`src/rtl/mem_arbiter.sv`:
```
// Two-port memory arbiter merging I-cache (port 0) and D-cache (port 1) traffic onto one memory port.
// Define MEM_ARB_RR_EN for round-robin tie-breaking; otherwise the D-cache wins ties.
module mem_arbiter #(
    parameter int MEM_ADDR_BITS = 28,
    parameter int MEM_DATA_BITS = 128,
    parameter int BEATS         = 4
) (
    input  logic                       clk,
    input  logic                       reset,

    input  logic                       ic_mem_req_valid,
    output logic                       ic_mem_req_ready,
    input  logic [MEM_ADDR_BITS-1:0]   ic_mem_req_addr,
    input  logic                       ic_mem_req_rw,
    input  logic                       ic_mem_req_data_valid,
    output logic                       ic_mem_req_data_ready,
    input  logic [MEM_DATA_BITS-1:0]   ic_mem_req_data_bits,
    input  logic [MEM_DATA_BITS/8-1:0] ic_mem_req_data_mask,
    output logic                       ic_mem_resp_valid,
    output logic [MEM_DATA_BITS-1:0]   ic_mem_resp_data,

    input  logic                       dc_mem_req_valid,
    output logic                       dc_mem_req_ready,
    input  logic [MEM_ADDR_BITS-1:0]   dc_mem_req_addr,
    input  logic                       dc_mem_req_rw,
    input  logic                       dc_mem_req_data_valid,
    output logic                       dc_mem_req_data_ready,
    input  logic [MEM_DATA_BITS-1:0]   dc_mem_req_data_bits,
    input  logic [MEM_DATA_BITS/8-1:0] dc_mem_req_data_mask,
    output logic                       dc_mem_resp_valid,
    output logic [MEM_DATA_BITS-1:0]   dc_mem_resp_data,

    output logic                       mem_req_valid,
    input  logic                       mem_req_ready,
    output logic [MEM_ADDR_BITS-1:0]   mem_req_addr,
    output logic                       mem_req_rw,
    output logic                       mem_req_data_valid,
    input  logic                       mem_req_data_ready,
    output logic [MEM_DATA_BITS-1:0]   mem_req_data_bits,
    output logic [MEM_DATA_BITS/8-1:0] mem_req_data_mask,
    input  logic                       mem_resp_valid,
    input  logic [MEM_DATA_BITS-1:0]   mem_resp_data
);

    localparam int CNT_W = (BEATS > 1) ? $clog2(BEATS) : 1;

    typedef enum logic [1:0] {IDLE, REQ, WDATA, RRESP} state_t;

    state_t             state, state_n;
    logic               owner, owner_n;
    logic               last_grant, last_grant_n;
    logic [CNT_W-1:0]   beat_cnt, beat_cnt_n;

    logic                       tie_grant, grant;
    logic                       own_valid, own_rw, own_dvalid;
    logic [MEM_ADDR_BITS-1:0]   own_addr;
    logic [MEM_DATA_BITS-1:0]   own_bits;
    logic [MEM_DATA_BITS/8-1:0] own_mask;
    logic                       own_ready, own_dready, own_resp;
    logic [MEM_DATA_BITS-1:0]   resp_data;

    always_ff @(posedge clk or posedge reset) begin
        if (reset) begin
            state      <= IDLE;
            owner      <= 1'b0;
            last_grant <= 1'b0;
            beat_cnt   <= '0;
        end else begin
            state      <= state_n;
            owner      <= owner_n;
            last_grant <= last_grant_n;
            beat_cnt   <= beat_cnt_n;
        end
    end

`ifdef MEM_ARB_RR_EN
    assign tie_grant = ~last_grant;
`else
    assign tie_grant = 1'b1;
`endif

    always_comb begin
        state_n            = state;
        owner_n            = owner;
        last_grant_n       = last_grant;
        beat_cnt_n         = beat_cnt;
        grant              = 1'b0;
        mem_req_valid      = 1'b0;
        mem_req_addr       = '0;
        mem_req_rw         = 1'b0;
        mem_req_data_valid = 1'b0;
        mem_req_data_bits  = '0;
        mem_req_data_mask  = '0;
        own_ready          = 1'b0;
        own_dready         = 1'b0;
        own_resp           = 1'b0;
        resp_data          = '0;

        own_valid  = owner ? dc_mem_req_valid      : ic_mem_req_valid;
        own_rw     = owner ? dc_mem_req_rw         : ic_mem_req_rw;
        own_addr   = owner ? dc_mem_req_addr       : ic_mem_req_addr;
        own_dvalid = owner ? dc_mem_req_data_valid : ic_mem_req_data_valid;
        own_bits   = owner ? dc_mem_req_data_bits  : ic_mem_req_data_bits;
        own_mask   = owner ? dc_mem_req_data_mask  : ic_mem_req_data_mask;

        case (state)
            IDLE: begin
                if (ic_mem_req_valid || dc_mem_req_valid) begin
                    grant        = (ic_mem_req_valid && dc_mem_req_valid) ? tie_grant : dc_mem_req_valid;
                    owner_n      = grant;
                    last_grant_n = grant;
                    beat_cnt_n   = '0;
                    state_n      = REQ;
                end
            end
            REQ: begin
                mem_req_valid = own_valid;
                mem_req_addr  = own_addr;
                mem_req_rw    = own_rw;
                own_ready     = mem_req_ready;
                // An owner that withdraws its request forfeits the grant.
                if (!own_valid)
                    state_n = IDLE;
                else if (mem_req_ready)
                    state_n = own_rw ? WDATA : RRESP;
            end
            WDATA: begin
                mem_req_data_valid = own_dvalid;
                mem_req_data_bits  = own_bits;
                mem_req_data_mask  = own_mask;
                own_dready         = mem_req_data_ready;
                if (own_dvalid && mem_req_data_ready)
                    state_n = IDLE;
            end
            RRESP: begin
                own_resp  = mem_resp_valid;
                resp_data = mem_resp_data;
                if (mem_resp_valid) begin
                    beat_cnt_n = beat_cnt + 1'b1;
                    if (beat_cnt == CNT_W'(BEATS - 1))
                        state_n = IDLE;
                end
            end
            default: state_n = IDLE;
        endcase

        ic_mem_req_ready      = own_ready  & ~owner;
        dc_mem_req_ready      = own_ready  &  owner;
        ic_mem_req_data_ready = own_dready & ~owner;
        dc_mem_req_data_ready = own_dready &  owner;
        ic_mem_resp_valid     = own_resp   & ~owner;
        dc_mem_resp_valid     = own_resp   &  owner;
        ic_mem_resp_data      = resp_data;
        dc_mem_resp_data      = resp_data;
    end

endmodule

```
`config.mk`:
```
export PLATFORM = sky130hd
export DESIGN_NAME = mem_arbiter
export DESIGN_NICKNAME = d
export VERILOG_FILES = /design/src/rtl/mem_arbiter.sv
export SDC_FILE = /design/constraint.sdc
export NUM_CORES = 1
export LEC_CHECK = 0
export ABC_AREA = 0
export BUFFER_PORTS_ARGS = -buffer_cell sky130_fd_sc_hd__buf_2
export CORE_AREA = 3 3 359 361
export CTS_BUF_LIST = sky130_fd_sc_hd__clkbuf_4 sky130_fd_sc_hd__clkbuf_8
export DETAILED_ROUTE_END_ITERATION = 12
export DIE_AREA = 0 0 362 364
export HOLD_SLACK_MARGIN = 0.02
export PLACE_DENSITY_LB_ADDON = 0.2
export SLEW_MARGIN = 20
export SYNTH_ARGS = -nofsm -noshare
export SYNTH_HDL_FRONTEND = slang
export SYNTH_SLANG_ARGS = --single-unit
```
`constraint.sdc`:
```
create_clock -name clk -period 1.7 [get_ports clk]
set_input_delay 0.51 -clock clk [delete_from_list [all_inputs] [get_ports clk]]
set_output_delay 0.51 -clock clk [all_outputs]
set_load 0.05 [all_outputs]
```
# Yosys cells after proc, flatten, opt, wreduce, memory -nomap -nowiden
# Index checks and enable logic that the tools add are counted.
[word_totals]
input_bits = 483
wordCells = 56
register_bits = 5
output_inout_bits = 437
[op_classes]
n_bitwise = 7
muxes = 28
addsub = 1
n_eq_ne = 9
n_reduce_logical = 8
[ops]
columns = ["op", "count"]
rows = [
  ["two-way mux 128 bit", 3],
  ["two-way mux 28 bit", 2],
  ["two-way mux 16 bit", 2],
  ["two-way mux 2 bit", 8],
  ["two-way mux 1 bit", 11],
  ["inequality test 2 bit, second input constant", 4],
  ["case mux 2 bit (4 select lines)", 1],
  ["bitwise AND 1 bit", 6],
  ["equality test 2 bit, second input constant", 3],
  ["AND reduction 5 bit", 1],
  ["case mux 2 bit (2 select lines)", 1],
  ["inequality test 3 bit, second input constant", 1],
  ["AND reduction 3 bit", 1],
  ["adder 2 x 1 -> 2 bit, second input constant", 1],
  ["equality test 2 x 1 -> 1 bit, second input constant", 1],
  ["logical AND 1 bit", 2],
  ["zero test 2 bit", 1],
  ["AND reduction 2 bit", 1],
  ["nonzero test 2 bit", 1],
  ["logical OR 1 bit", 1],
  ["inverter 1 bit", 1],
]

# Logic depth before layout (Yosys ltp)
[logic_depth]
depth_word = 5
mapped_depth = 5
mapped_depth_nobuf = 4

# Least setup slack after synthesis
# Ideal clock, no wire load.
[synth_path]
path_kind = "reg2out"
from = "register owner"
to = "output ic_mem_req_data_ready"
required_time_ns = 1.190
t_arrival_ns = 1.955
setup_slack_ns = -0.765
stages_incl_launch_ff = 5
cell_sequence = "dfrtp_1 > buf_6 > buf_4 > buf_2 > nor3_1"
[synth_between]
elab_chain_len = 2
[synth_rtl]
columns = ["element", "line_no", "source"]
rows = [
  ["start, declared", "50", "logic owner, owner_n;"],
  ["start signal, assigned", "70", "owner <= owner_n;"],
  ["inverter 1 bit", "149", "ic_mem_req_data_ready = own_dready & ~owner;"],
  ["bitwise AND 1 bit", "149", ""],
  ["end, declared", "16", "output logic ic_mem_req_data_ready,"],
]
# No other way between the ends.

# Worst setup path after layout
[layout_path]
from = "register owner"
to = "output mem_req_addr[23]"
[layout_between]
elab_chain_len = 2
[layout_rtl]
columns = ["element", "line_no", "source"]
rows = [
  ["two-way mux 28 bit", "101", "own_addr = owner ? dc_mem_req_addr : ic_mem_req_addr;"],
  ["two-way mux 28 bit", "106", "case (state)"],
  ["end, declared", "35", "output logic [MEM_ADDR_BITS-1:0] mem_req_addr,"],
]
# No other way between the ends.

==> metrics.txt <==
Routed WL=99000 um; all-layer global routing usage=0.135; GR peak layer=met2; DR iter-0 viols=463; Clock Skews=0.00533 ns; routed vias=10009; RSZ-0062 raised after global routing=true; IR drop worst, VDD=0.515 mV; storage element area=136 sq um; Cell Area, Synth=0.00481 sq mm; io pins=920; filler cell count=14150; post-route design area=0.0200 sq mm; # rows=130; drt first pass iters=5; critical path's largest stage delay=0.43 ns; GRT Residual Overflow=0; Cell Area, Placed=0.0146 sq mm; largest net degree at the start of global routing=33; syn avg cell area=6.74 sq um; Slew Viols, Final=0; syn nets=1198; CP max FO=9; post-layout util=0.159; maxcap violations=0; max frequency=0.423 GHz; failing checks=setup timing; fraction of layout cells with a size suffix above 1=0.898; vias in the first global route=9671; Cell variety after synth=26; die width=362 um; Core Box Area=0.126 sq mm; CTS Root Cell=clkbuf_8; met2 usage=0.244; CP endpoint kind=output pin; Power Dens Cells=1850 mW/mm^2; area delta synth->final=316%; CTS clock-pin slew for the worst setup and hold paths=0.04 ns; CTS tree=yes; number of flops mapped to enable cells by yosys=0; Synth Instances=714; ys async rst share=1.00; CP required=1.19 ns; CP dominant cell by count=buf_6; Residual DRC=0; DIE AREA=0.132 sq mm; H-Tree Depth=1; leakage dissipation=8.85 nW; Max Root-Sink Buffers=2; Final WS setup=-0.662 ns; type of origin of the critical path=register; nets=2163; Final Hold Viols=0; CTS buffer count=3; Worst Path Buf+Inv=4; worst skew pair latency=0.23 ns; total power=37.0 mW; global-route wire length before repair=115000 um; #FFs+latches synth=5; slowest CP cell=dfrtp_4; Tcrit/Tclk final=1.39; post-synthesis sequential area ratio=0.0260; cells along the critical path=buf_12 -> buf_16 -> mux2i_4 -> buf_6 -> nor2_2 -> buf_6; outcome=complete, but fails checks; initial antenna violation count=132; die height=364 um; Final min period=2.36 ns; met3 GRT Util=0.0401; Initial Util=0.0383; Top delay family on crit path=buffers and inverters; Yosys warnings=0; clock sink count=5; most frequent cells in the layout=buf_2 (486), buf_6 (256), buf_12 (187); Synth Flop Type=dfrtp_1; GP Congestion=0.910; Critical Path AT=1.85 ns; PortBufs=919; met1 usage=0.163; most common cell after layout, fill and taps aside=buf_2; Vias/cell=2.99; Multi-input gate area=0.00533 sq mm; relative slew slack=0.733; number of setup violations in the final report=439; Slew @ Worst Pin=0.392 ns; drt wl/cell=29.6 um; dpl hpwl=86500 um; Hold/Removal Path Class=in2async; critical path class=reg2out; Antenna Nets Post-Route=0
-- where the power goes --
group          internal (mW)  total, mW  switching [mW]  leakage [nW]
Clock                  0.179      0.255          0.0768        0.0263
Sequential             0.203      0.323           0.120        0.0595
Combinational           16.3       36.4            20.1          8.77
Total                   16.7       37.0            20.3          8.85
-- per-layer routing --
| layer | up-vias | wire, um |
|---|---|---|
| met5 | - | 370 |
| met4 | 54 | 1720 |
| met3 | 212 | 8000 |
| met2 | 715 | 49500 |
| met1 | 4735 | 39400 |
| li1 | 4293 | - |
-- kinds of logic after synthesis --
family,share of synthesized area
and+or+nand+nor,0.323
buffers and inverters,0.266
muxes,0.365
AOI/OAI and AO/OA,0.0169
adders and majority gates,0.00260
DFF,0.0260
-- worst paths after layout --
kind,from,to,slack (ns),depth (start not counted)
min reg2reg,beat_cnt[1]$_DFFE_PP0P_,beat_cnt[1]$_DFFE_PP0P_,0.61,2
min in group clk,beat_cnt[1]$_DFFE_PP0P_,beat_cnt[1]$_DFFE_PP0P_,0.61,2
max in group asynchronous,reset,state[0]$_DFFE_PP0P_,1.15,2
max reg2reg,owner$_DFFE_PP0P_,state[0]$_DFFE_PP0P_,-0.26,7
max,owner$_DFFE_PP0P_,mem_req_addr[23],-0.66,6
min,reset,owner$_DFFE_PP0P_,0.25,2
-- cell usage after synthesis, types with 2 or more instances --
library cell | number | area, sq um
dfrtp_1 | 5 | 125
buf_2 | 22 | 110
clkbuf_1 | 38 | 143
a21oi_1 | 4 | 20.0
nor2_1 | 179 | 672
buf_1 | 4 | 15.0
buf_4 | 132 | 991
nand2b_1 | 2 | 12.5
inv_1 | 3 | 11.3
and3_1 | 130 | 813
mux2i_1 | 174 | 1740
nand2_1 | 2 | 7.51
a22o_1 | 2 | 17.5
nand3_1 | 2 | 10.0
nor3_1 | 4 | 20.0
-- what timing repair did --
item	CTS	global route
buffers inserted	25	22
hold buffers	0	0
endpoints found under the setup margin	439	440
gates resized for setup	389	950
pin swaps	25	80
cloned	22	23
-- registers in the layout, indices dropped and copies added (netlist names) --
| signal | cells |
|---|---|
| beat_cnt | 2 |
| state | 2 |
| owner | 1 |
-- area by class of cell --
class,count,area share
repair buffers,1157,0.618
multi-input cells,509,0.266
well taps,1650,0.103
flip-flops and latches,5,0.00682
diodes,20,0.00250
clock buffers,4,0.00244
inverters,3,0.000813
-- worst reg2reg max path, stage by stage (launching register included) --
cell and delay, ns:
dfrtp_4 0.50, buf_12 0.16, buf_4 0.17, buf_4 0.15, mux2i_4 0.19, buf_12 0.14
buf_4 0.16, a221o_1 0.37
-- stage by stage --
stage / worst slack [ns] / setup TNS (ns) / cells / hold slack (ns)
floorplan: -0.424 / -91.92 / 714 / 0.289
global placement: -0.706 / -99.39 / 3255 / 0.494
detailed placement: -0.713 / -98.48 / 3255 / 0.497
CTS: -0.686 / -212.31 / 3292 / 0.244
global route: -0.672 / -213.78 / 3331 / 0.249
finish: -0.662 / -199.33 / 3348 / 0.248
Note: power is estimated with default switching activity, not from simulation.
